`config.mk`:
```
export PLATFORM = sky130hd
export DESIGN_NAME = fb_arbiter
export DESIGN_NICKNAME = d
export VERILOG_FILES = /design/src/rtl/fb_arbiter.sv
export SDC_FILE = /design/constraint.sdc
export NUM_CORES = 1
export LEC_CHECK = 0
export ABC_CLOCK_PERIOD_IN_PS = 2400
export BUFFER_PORTS_ARGS = -buffer_cell sky130_fd_sc_hd__buf_2
export CAP_MARGIN = 10
export CORE_MARGIN = 5
export CORE_UTILIZATION = 33
export DETAILED_ROUTE_END_ITERATION = 12
export GPL_TIMING_DRIVEN = 0
export PLACE_DENSITY_LB_ADDON = 0.15
export SKIP_CTS_REPAIR_TIMING = 1
export SYNTH_ARGS = -nofsm -noshare
export SYNTH_HDL_FRONTEND = slang
export SYNTH_SLANG_ARGS = --single-unit
export TNS_END_PERCENT = 30
```
`constraint.sdc`:
```
create_clock -name clk -period 2.4 [get_ports clk]
set_input_delay 0 -clock clk [delete_from_list [all_inputs] [get_ports clk]]
set_output_delay 0 -clock clk [all_outputs]
set_load 0.01 [all_outputs]
```
`src/rtl/fb_arbiter.sv`:
```
`default_nettype none
// ============================================================================
// Module : fb_arbiter
// Brief  : Single-port framebuffer RAM arbiter, fixed priority
//          video > posted-write buffer > CPU. Define FB_WRBUF_EN to enable
//          the posted-write buffer; without it CPU writes go through WAIT.
// Rev    : 1.0
// ============================================================================
module fb_arbiter #(
  parameter int ADDR_W   = 14,
  parameter int DATA_W   = 8,
  parameter int WB_DEPTH = 4
) (
  input  logic              clk,
  input  logic              reset,
  input  logic              vid_req,
  input  logic [ADDR_W-1:0] vid_addr,
  output logic              vid_valid,
  output logic [DATA_W-1:0] vid_data,
  input  logic              cpu_req,
  input  logic              cpu_we,
  input  logic [ADDR_W-1:0] cpu_addr,
  input  logic [DATA_W-1:0] cpu_wdata,
  output logic              cpu_ack,
  output logic [DATA_W-1:0] cpu_rdata,
  output logic [ADDR_W-1:0] mem_addr,
  output logic              mem_we,
  output logic [DATA_W-1:0] mem_wdata,
  input  logic [DATA_W-1:0] mem_rdata,
  output logic [15:0]       stall_cnt
);

  typedef enum logic [1:0] {
    S_IDLE = 2'd0,
    S_WAIT = 2'd1,
    S_ACK  = 2'd2
  } state_t;

  state_t              r_state, w_state_nxt;
  logic [ADDR_W-1:0]   r_cpu_addr;
  logic                r_cpu_we;
  logic [DATA_W-1:0]   r_cpu_wdata;
  logic [DATA_W-1:0]   r_cpu_rdata;
  logic [ADDR_W-1:0]   r_mem_addr_hold;
  logic                r_vid_valid;
  logic [15:0]         r_stall_cnt;

  logic                w_wb_empty;
  logic [ADDR_W-1:0]   w_wb_head_addr;
  logic [DATA_W-1:0]   w_wb_head_data;
  logic                w_post_idle;
  logic                w_post_wait;
  logic                w_wait_is_post;
  logic                w_gnt_vid, w_gnt_wb, w_gnt_cpu, w_cpu_done;
  logic [ADDR_W-1:0]   w_mem_addr;
  logic                w_mem_we;
  logic [DATA_W-1:0]   w_mem_wdata;

  if (WB_DEPTH < 2 || (WB_DEPTH & (WB_DEPTH - 1)) != 0) begin : g_depth_check
    $error("fb_arbiter: WB_DEPTH must be a power of two and at least 2");
  end

`ifdef FB_WRBUF_EN
  localparam int c_PTR_W = $clog2(WB_DEPTH);
  localparam logic [c_PTR_W:0] c_WB_FULL = (c_PTR_W + 1)'(WB_DEPTH);

  logic [ADDR_W-1:0]  r_wb_addr [WB_DEPTH];
  logic [DATA_W-1:0]  r_wb_data [WB_DEPTH];
  logic [c_PTR_W-1:0] r_wb_wr, r_wb_rd;
  logic [c_PTR_W:0]   r_wb_cnt;
  logic               w_wb_full, w_wb_push, w_wb_pop;
  logic [ADDR_W-1:0]  w_push_addr;
  logic [DATA_W-1:0]  w_push_data;

  assign w_wb_empty     = (r_wb_cnt == '0);
  assign w_wb_full      = (r_wb_cnt == c_WB_FULL);
  assign w_wb_head_addr = r_wb_addr[r_wb_rd];
  assign w_wb_head_data = r_wb_data[r_wb_rd];
  assign w_post_idle    = (r_state == S_IDLE) && cpu_req && cpu_we && !w_wb_full;
  assign w_post_wait    = (r_state == S_WAIT) && r_cpu_we && !w_wb_full;
  // A write parked in WAIT only ever completes by entering the buffer.
  assign w_wait_is_post = r_cpu_we;
  assign w_wb_push      = w_post_idle || w_post_wait;
  assign w_wb_pop       = w_gnt_wb;
  assign w_push_addr    = (r_state == S_IDLE) ? cpu_addr  : r_cpu_addr;
  assign w_push_data    = (r_state == S_IDLE) ? cpu_wdata : r_cpu_wdata;

  always_ff @(posedge clk or posedge reset) begin
    if (reset) begin
      r_wb_wr  <= '0;
      r_wb_rd  <= '0;
      r_wb_cnt <= '0;
    end else begin
      if (w_wb_push) r_wb_wr <= r_wb_wr + 1'b1;
      if (w_wb_pop)  r_wb_rd <= r_wb_rd + 1'b1;
      if (w_wb_push && !w_wb_pop)      r_wb_cnt <= r_wb_cnt + 1'b1;
      else if (!w_wb_push && w_wb_pop) r_wb_cnt <= r_wb_cnt - 1'b1;
    end
  end

  always_ff @(posedge clk) begin
    if (w_wb_push) begin
      r_wb_addr[r_wb_wr] <= w_push_addr;
      r_wb_data[r_wb_wr] <= w_push_data;
    end
  end
`else
  assign w_wb_empty     = 1'b1;
  assign w_wb_head_addr = '0;
  assign w_wb_head_data = '0;
  assign w_post_idle    = 1'b0;
  assign w_post_wait    = 1'b0;
  assign w_wait_is_post = 1'b0;
`endif

  // A CPU read waits for an empty buffer so it observes every posted write.
  assign w_gnt_vid  = vid_req;
  assign w_gnt_wb   = !vid_req && !w_wb_empty;
  assign w_gnt_cpu  = !vid_req && w_wb_empty && (r_state == S_WAIT) && !w_wait_is_post;
  assign w_cpu_done = w_gnt_cpu || w_post_wait;

  always_comb begin
    w_mem_addr  = r_mem_addr_hold;
    w_mem_we    = 1'b0;
    w_mem_wdata = '0;
    if (w_gnt_vid) begin
      w_mem_addr = vid_addr;
    end else if (w_gnt_wb) begin
      w_mem_addr  = w_wb_head_addr;
      w_mem_we    = 1'b1;
      w_mem_wdata = w_wb_head_data;
    end else if (w_gnt_cpu) begin
      w_mem_addr  = r_cpu_addr;
      w_mem_we    = r_cpu_we;
      w_mem_wdata = r_cpu_we ? r_cpu_wdata : '0;
    end
  end

  assign mem_addr  = reset ? '0 : w_mem_addr;
  assign mem_we    = reset ? 1'b0 : w_mem_we;
  assign mem_wdata = reset ? '0 : w_mem_wdata;

  always_comb begin
    w_state_nxt = r_state;
    case (r_state)
      S_IDLE:  if (cpu_req) w_state_nxt = w_post_idle ? S_ACK : S_WAIT;
      S_WAIT:  if (w_cpu_done) w_state_nxt = S_ACK;
      S_ACK:   w_state_nxt = S_IDLE;
      default: w_state_nxt = S_IDLE;
    endcase
  end

  always_ff @(posedge clk or posedge reset) begin
    if (reset) begin
      r_state         <= S_IDLE;
      r_cpu_addr      <= '0;
      r_cpu_we        <= 1'b0;
      r_cpu_wdata     <= '0;
      r_cpu_rdata     <= '0;
      r_mem_addr_hold <= '0;
      r_vid_valid     <= 1'b0;
      r_stall_cnt     <= '0;
    end else begin
      r_state         <= w_state_nxt;
      r_mem_addr_hold <= w_mem_addr;
      r_vid_valid     <= vid_req;
      if (r_state == S_IDLE && cpu_req) begin
        r_cpu_addr  <= cpu_addr;
        r_cpu_we    <= cpu_we;
        r_cpu_wdata <= cpu_wdata;
      end
      if (r_state == S_ACK && !r_cpu_we) r_cpu_rdata <= mem_rdata;
      if (r_state == S_WAIT && !w_cpu_done && r_stall_cnt != 16'hFFFF)
        r_stall_cnt <= r_stall_cnt + 16'd1;
    end
  end

  // Read data is forwarded during the ack cycle, then held in r_cpu_rdata.
  assign cpu_rdata = (r_state == S_ACK && !r_cpu_we) ? mem_rdata : r_cpu_rdata;
  assign cpu_ack   = (r_state == S_ACK);
  assign vid_valid = r_vid_valid;
  assign vid_data  = mem_rdata;
  assign stall_cnt = r_stall_cnt;

endmodule
`default_nettype wire

```
==> run metrics, run 1 <==
total gr overflow 0; die area between 10000 and 15000 sq um; Net Count, Synth 290; grt met2 use ~18%; layout cells sized above 1 43.0%; Root Buffer clkbuf_8; antenna-violating nets left 0; Worst Slack Setup Final 368 ps; Place WS 580 ps; post-synthesis xor/xnor area fraction between 3 and 4%; status finished, final reports clean; clk_lat worst skew 330 ps; Reg2Reg Depth 5; die width around 100 um; H-tree levels 3; Combinational Power Share 28.7%; Worst R2R End stall_cnt[10]; vias in the first global route 2194; WL/cell 13.9 um; mux share of post-synthesis cell area 17.7%; compound-gate portion of the synthesized area roughly 4.1%; first-pass GRT wire length approximately 11000 um; CTS sink count 64; Routed WL 7210 um; slew margin rel. ~70%; sw frac 29.4%; Diodes inserted 0; crit path max fanout 10; Post-Synthesis Cells 240; Core ar. 8680 sq um; via/cell ratio 4.52; Max Root-Sink Buffers 2; I/O pin cnt 106; largest net degree at the start of global routing 55; startpoint types input pin; area share of fa/ha/maj cells after synthesis 0.430%; syn_area_per_cell 12.1 sq um; register-to-register setup slack 570 ps; Pwr Total 0.00366 W; drt drc 0; Switch Pwr 0.00107 W; setup TNS 0 ps; Area Overhead vs Synth 47.5%; GRT met1 Usage 17.4%; layer with the highest usage met2; RSZ-0062 raised after global routing no; GR Util All Layers 12.5%; Tcrit/Tclk final 84.7%; routability congestion estimate between 0.7 and 0.8; initial core utilization 33.6%; met3 Use GR 4.78%; Slew @ Worst Pin approximately 480 ps; delay of the slowest critical-path stage between 500 and 600 ps; CTS tree built; Leak Pwr 2.14 nW; Post-Synth Simple-Gate Area 15.0%; CP cell instances dlygate4sd3_1 -> buf_2 -> clkbuf_1 -> clkbuf_1 -> nand2_1 -> o21ai_0 -> and2_1 -> buf_2; peak supply drop 365 uV; Flop pwr share a little over two fifths; Max Clock Skew about 13 ps; achievable frequency 0.492 GHz; P_int around 0.0026 W; worst min-delay path class input pin to flip-flop; synthesis-stage register bit count 64; fill cell count 835; clock share of power 27.8%; RR Startpoint stall_cnt[0]; TritonRoute pass-1 iters 4; Num CTS Buffers 9; hold_sp cpu_req; Tmin final between 2000 and 2500 ps; Worst EP arrival 2030 ps; quantity of I/O buffers inserted on ports between 100 and 150; Worst EP required 2400 ps; # rows 34; Max Transition Viols Final 0; Cell variety after synth 35; DR vias 2338; Final setup viols 0; synthesized cell area 2910 sq um; slowest CP cell dlygate4sd3_1; Crit Path Class input pin to output pin; hold endpoint r_cpu_we; Reg clk slew, reported paths around 70 ps; Hold Crit Depth 3; initial antenna violation count 0; sequential area share after synthesis 55.0%; HPWL Detailed 4870 um; main combinational cell family by area after synthesis multiplexers; Nets 454; Die Ht 104 um; DRT iter0 DRCs 34; synth warn 0; final hold viol count 0; power per cell area 852 nW/um^2; CP endpoint kind output pin; total of max-cap violations 0
## worst max path at each step
stage,to,slack (ps),from
4_1_cts,mem_wdata[5],430,r_state[1]
3_3_place_gp,mem_addr[12],270,reset
6_report,mem_addr[6],370,vid_req
5_1_grt,mem_addr[6],210,vid_req
3_5_place_dp,stall_cnt[10],580,stall_cnt[0]
2_1_floorplan,stall_cnt[1],690,stall_cnt[0]
## power groups by stage
stage	sequential, W	clock [W]	combinational (W)
after CTS	0.00160	0.00106	0.00101
final	0.00159	0.00102	0.00105
after global routing	0.00164	0.00111	0.00117
after global placement	0.00160	0	0.000990
after detailed placement	0.00161	0	0.00101
after floorplan	0.00159	0	0.000680
## cell families (layout without fill, tap and decap cells)
logic type,Yosys count,in the layout
compound gates,21,21
xor+xnor,11,11
fa+ha+maj,1,1
buf+inv,22,191
flops,64,64
mux,47,47
simple gates,74,74
## metal layers
metal,wire length (um),share of wire [%]
met4,39,0.54
met3,437,6.1
met5,0,0
met2,3330,46
met1,3410,47
## worst max-delay path, delay by kind of cell
family / cells / cell delay (ps)
AO/OA/AOI/OAI: 1 / 140
buffers and inverters: 5 / 1620
AND/OR/NAND/NOR: 2 / 280
## flip-flops by register name, summed over array words and instances (netlist names)
signal / cells
r_cpu_addr: 14
r_cpu_rdata: 8
r_cpu_wdata: 8
r_cpu_we: 1
r_mem_addr_hold: 14
r_state: 2
stall_cnt: 16
vid_valid: 1
## synthesized netlist by cell type, drive strengths merged
cell type / count / area [sq um]
nor3: 5 / 25.0
clkbuf: 5 / 18.8
nand3b: 1 / 7.51
nand2: 18 / 67.6
nor4: 2 / 12.5
xnor2: 8 / 70.1
nand4: 8 / 56.3
or3: 1 / 11.3
mux2: 33 / 375
and3b: 1 / 8.76
o21a: 2 / 15.0
and2: 23 / 144
and3: 3 / 20.0
o211ai: 1 / 7.51
o41a: 1 / 11.3
and4: 1 / 10.0
nand2b: 1 / 6.26
buf: 14 / 101
ha: 1 / 12.5
nor2b: 2 / 12.5
o21ai: 17 / 85.1
nor3b: 1 / 12.5
nand3: 4 / 20.0
and4bb: 1 / 12.5
or2: 1 / 6.26
inv: 3 / 11.3
nor2: 1 / 3.75
xor2: 3 / 26.3
mux2i: 14 / 140
dfrtp: 64 / 1600
## stage by stage
stage	utilization, %	area (sq um)	std cells	hold slack, ps
after global routing	49.5	4300	517	213
after detailed placement	41.5	3600	454	174
final	49.5	4300	517	221
after global placement	41.2	3570	453	170
after CTS	44.1	3820	470	-185
after floorplan	-	2910	240	31.4
## area by class of cell
class                   instances  area, sq um  share of cell area [%]
multi-input cells             154         1180                    27.5
plain buffers                  19          124                    2.88
clock buffers                   9          124                    2.88
well taps                     108          135                    3.15
repair buffers                153         1020                    23.8
clock inverters                 7         96.3                    2.24
flip-flops and latches         64         1600                    37.3
inverters                       3         11.3                   0.262
## placed cells by master, fill, tap and decap left out, types with 3 or more instances in the layout
cell type / n
clkinv_4: 3
clkbuf_8: 9
dfrtp_1: 64
xnor2_1: 8
clkbuf_1: 4
buf_2: 108
nor3_1: 5
mux2_2: 32
nand4_1: 7
o21ai_0: 17
and2_1: 23
nand2_1: 18
mux2i_1: 14
buf_4: 10
inv_1: 3
xor2_1: 3
dlygate4sd3_1: 47
nand3_1: 4
No activity file was read; power rests on OpenSTA's default activity.
==> run 2: changes to the inputs <==
Settings changed: ABC_CLOCK_PERIOD_IN_PS 2400 to 1650.
Clock period 2.4 ns to 1.65 ns, I/O delays scaled along.
==> run 2 against run 1 <==
- the run now ends with hold timing, setup timing left
- via count up 2.7%
- core utilization is 3.0 points higher
- first-iteration DRC count increased by 85%
==> run metrics, run 2 (synthesized netlist as in run 1, its figures left out) <==
drt drc 0; Pwr Total 0.00568 W; quantity of I/O buffers inserted on ports between 100 and 150; TritonRoute pass-1 iters 4; initial antenna violation count 0; initial core utilization 33.6%; Worst Slack Setup Final -110 ps; Die Ht 104 um; power per cell area 1250 nW/um^2; Worst EP required 1650 ps; Final setup viols 41; Hold Crit Depth 1; achievable frequency ~0.57 GHz; clock share of power roughly a quarter; Area Overhead vs Synth 56.4%; hold endpoint vid_valid; Leak Pwr 2.22 nW; die width 104 um; number of flip-flops in the largest register 16; # rows 34; Nets roughly 460; Switch Pwr 0.00169 W; DP Cell Count between 400 and 500; Slew @ Worst Pin 901 ps; Max Root-Sink Buffers 2; Flop pwr share between 40% and 50%; HPWL Detailed roughly 4900 um; slew margin rel. 39.7%; peak supply drop roughly 550 uV; CTS tree built; commonest non-fill, non-tap cell in the layout buf_2; slowest CP cell dfrtp_1; CTS sink count 64; RSZ-0062 raised after global routing yes; status finished, violations left; Worst EP arrival 1760 ps; most used cell along the critical path buf_12; hold slack -136 ps; Reg2Reg Depth 3; Reg clk slew, reported paths about 70 ps; routability congestion estimate between 0.7 and 0.8; Place WS -170 ps; worst min-delay path class input pin to flip-flop; Worst Path Buf+Inv 3; clk_lat worst skew 330 ps; Routed WL 7590 um; Non-Filler Instances 524; Worst R2R End r_cpu_addr[5]; layout cells sized above 1 51.7%; total gr overflow 0; startpoint types flip-flop; Combinational Power Share 32.4%; Root Buffer clkbuf_8; final hold viol count 1; sw frac between 20 and 30%; WL/cell ~14 um; first-pass GRT wire length 11100 um; P_int 0.00399 W; antenna-violating nets left 0; post-route design area 4560 sq um; most frequent cells in the layout buf_2, dfrtp_1, dlygate4sd3_1; DR vias 2400; Max Transition Viols Final 0; Num CTS Buffers 9; CP endpoint kind output pin; Crit Path Class flip-flop to output pin; via/cell ratio ~4.6; total of max-cap violations 0; register-to-register setup slack -60 ps; crit path max fanout 7; delay of the slowest critical-path stage 400 ps; Max Clock Skew 13.6 ps; Tmin final 1760 ps; largest net degree at the start of global routing between 50 and 60; delay-heaviest family, CP flip-flops; hold_sp vid_req; failing checks hold timing, setup timing; I/O pin cnt around 110; Core ar. roughly 8700 sq um; H-tree levels 3; RR Startpoint r_state[0]; Diodes inserted 0; vias in the first global route 2194; Tcrit/Tclk final 107%; GR Util All Layers 12.5%; die area ~11000 sq um; DRT iter0 DRCs 63; CP cell instances nand2b_4 -> buf_12 -> buf_12 -> mux2i_1 -> o21ai_1 -> and2_1 -> buf_2; Post-DP Area about 3600 sq um
-- run 2: cell types whose count changed in the layout (fill, tap and decap cells not counted), moves of 3 or more --
cell	change
buf_2	-9
buf_4	+9
buf_6	+9
o21ai_0	-9
o21ai_1	+9
and2_1	-8
and2_4	+8
dfrtp_1	-8
dfrtp_2	+8
dlygate4sd3_1	-5
nor3_1	-3
-- run 2: how the worst max path moves through the flow --
stage                       from  slack (ps)  depth (start not counted)       endpoint
floorplan           stall_cnt[0]         -60                          5   stall_cnt[1]
global placement           reset        -480                          5   mem_addr[12]
detailed placement  stall_cnt[0]        -170                          5  stall_cnt[10]
CTS                   r_state[1]        -320                          7   mem_wdata[5]
global route          r_state[1]        -230                          7    mem_addr[6]
finish                r_state[1]        -110                          7    mem_addr[6]
-- run 2: metal layers --
layer	global-route usage, %	wire length [um]	vias up	share of wire (%)
li1	-	-	1178	-
met1	17.4	3570	1138	47
met2	17.5	3510	77	46
met3	4.78	451	7	5.9
met4	4.72	55	0	0.72
met5	0	0	-	0
-- run 2: stage by stage --
step / utilization [%] / setup TNS [ps]
final: 52.5 / -2190
after global routing: 52.5 / -8040
after CTS: 44.1 / -9480
after detailed placement: 41.5 / -1490
after global placement: 41.2 / -24600
after floorplan: - / -92.2
-- run 2: area by class of cell --
class,instances,area [sq um]
repair buffers,160,1130
well taps,108,135
clock buffers,9,124
plain buffers,18,151
fillers,821,4120
multi-input cells,155,1300
clock inverters,7,96.3
inverters,3,11.3
flip-flops and latches,64,1610
-- run 2: power by group through the flow --
stage	sequential, W	clock [W]	combinational [W]
floorplan	0.00231	0	0.000990
global placement	0.00233	0	0.00144
detailed placement	0.00235	0	0.00147
CTS	0.00232	0.00154	0.00147
global route	0.00242	0.00162	0.00203
finish	0.00235	0.00149	0.00184
==> run 3: changes to the inputs <==
==> constraint.sdc (replaced) <==
create_clock -name clk -period 1.65 [get_ports clk]
set_input_delay 0.165 -clock clk [delete_from_list [all_inputs] [get_ports clk]]
set_output_delay 0.165 -clock clk [all_outputs]
set_load 0.01 [all_outputs]
==> run 3 against run 2 <==
- the run ends with setup timing left
- via count fell by 5.4%
- global-route usage rose by 0.55 points
- sequential cell count did not move
- routed wire length fell by 5.8%
- total power fell by 1.1%
- critical path type unchanged
- critical endpoint is now mem_addr[5]
- largest cell class unchanged
- largest power group unchanged
==> run metrics, run 3 (synthesized netlist as in run 1, its figures left out) <==
H-tree levels 3; Hold Crit Depth 3; Worst Slack Setup Final -285 ps; DRT iter0 DRCs 40; Reg clk slew, reported paths approximately 80 ps; layout cells sized above 1 55.6%; total of max-cap violations 0; antenna-violating nets left 0; routability congestion estimate 0.720; largest net degree at the start of global routing 74; Leak Pwr 2.06 nW; failing checks setup timing; I/O pin cnt about 110; clk_lat worst skew 330 ps; hold endpoint r_mem_addr_hold[8]; delay of the slowest critical-path stage 410 ps; Worst EP arrival ~1800 ps; Crit Path Class flip-flop to output pin; Area Overhead vs Synth 40.5%; die area 10800 sq um; Post-DP Area 3580 sq um; Place WS -220 ps; Final setup viols 34; initial core utilization 33.6%; status finished, violations left; Worst EP required 1480 ps; Reg2Reg Depth 5; power per cell area 1370 nW/um^2; worst min-delay path class input pin to flip-flop; CTS sink count 64; Diodes inserted 0; Die Ht 104 um; first-pass GRT wire length 11500 um; Tcrit/Tclk final 117%; Core ar. around 8700 sq um; Worst Path Buf+Inv 3; Num CTS Buffers 9; die width between 100 and 150 um; # rows 34; Nets 419; Max Clock Skew 10.6 ps; CP endpoint kind output pin; final hold viol count 0; CTS tree built; TritonRoute pass-1 iters 4; delay-heaviest family, CP flip-flops; slowest CP cell dfrtp_1; startpoint types flip-flop; DR vias 2271; quantity of I/O buffers inserted on ports between 100 and 150; Max Transition Viols Final 0; most frequent cells in the layout buf_2, dfrtp_1, and2_1; Worst R2R End stall_cnt[1]; WL/cell 14.8 um; number of flip-flops in the largest register 16; GR Util All Layers 13.1%; peak supply drop 495 uV; Tmin final 1930 ps; total gr overflow 0; slew margin rel. 58.8%; crit path max fanout 7; HPWL Detailed 4850 um; drt drc 0; hold_sp vid_addr[8]; Root Buffer clkbuf_8; register-to-register setup slack -70 ps; achievable frequency about 0.52 GHz; via/cell ratio 4.71; commonest non-fill, non-tap cell in the layout buf_2; Routed WL 7160 um; Max Root-Sink Buffers 2; RR Startpoint stall_cnt[0]; vias in the first global route 2306; post-route design area 4090 sq um; initial antenna violation count 1; Slew @ Worst Pin 618 ps; CP cell instances nand2b_4 -> buf_8 -> buf_12 -> mux2i_4 -> o21ai_2 -> and2_1 -> buf_2; RSZ-0062 raised after global routing yes
run 3: cell count changes in the layout (fill, tap and decap cells not counted), sizes merged:
cell         delta
clkbuf          +2
bufinv          -1
clkinvlp        +3
clkinv          -5
dlygate4sd3    -41
run 3: final cells by class:
class / instances / area, sq um
buffer: 18 / 160
clock buffer: 12 / 155
clock inverter: 4 / 52.6
fill: 832 / 4590
inverter: 3 / 11.3
multi-input combinational: 155 / 1330
sequential: 64 / 1610
tap: 108 / 135
timing repair buffer: 118 / 643
run 3: per-stage QoR:
step,instances,hold WS [ps],TNS [ps],util [%],total power [W]
floorplan,240,196,-92.2,-,0.00330
global placement,453,342,-4980,41.2,0.00377
detailed placement,453,336,-5890,41.2,0.00381
CTS,469,-23.5,-15170,43.6,0.00524
global route,482,36.4,-12130,47.2,0.00599
finish,482,48.0,-6840,47.2,0.00562
run 3: worst max-delay path by stage:
stage               slack, ps          from  depth (start not counted)      endpoint
floorplan                 -60  stall_cnt[0]                          5  stall_cnt[1]
global placement         -230         reset                          5  mem_addr[12]
detailed placement       -220         reset                          5  mem_addr[12]
CTS                      -510    r_state[1]                          7   mem_addr[5]
global route             -380    r_state[1]                          7   mem_addr[5]
finish                   -280    r_state[1]                          7   mem_addr[5]
run 3: where the power goes:
group	switching [W]	leakage (nW)	internal (W)
clock	0.000621	0.0948	0.000781
sequential	0.000295	0.774	0.00207
combinational	0.000759	1.19	0.00110
total	0.00167	2.06	0.00394
run 3: worst reg2reg max path, stage by stage (launching register included):
cell and delay [ps]:
dfrtp_2 420, ha_2 260, nand3_2 140, o41a_1 350, buf_6 150, mux2_4 290
run 3: routing by layer:
layer | routed length, um | part of all wire [%] | global-route usage (%)
met5 | 18 | 0.25 | 0
met4 | 68 | 0.95 | 4.72
met3 | 520 | 7.3 | 5.15
met2 | 3270 | 46 | 19.4
met1 | 3280 | 46 | 17.2
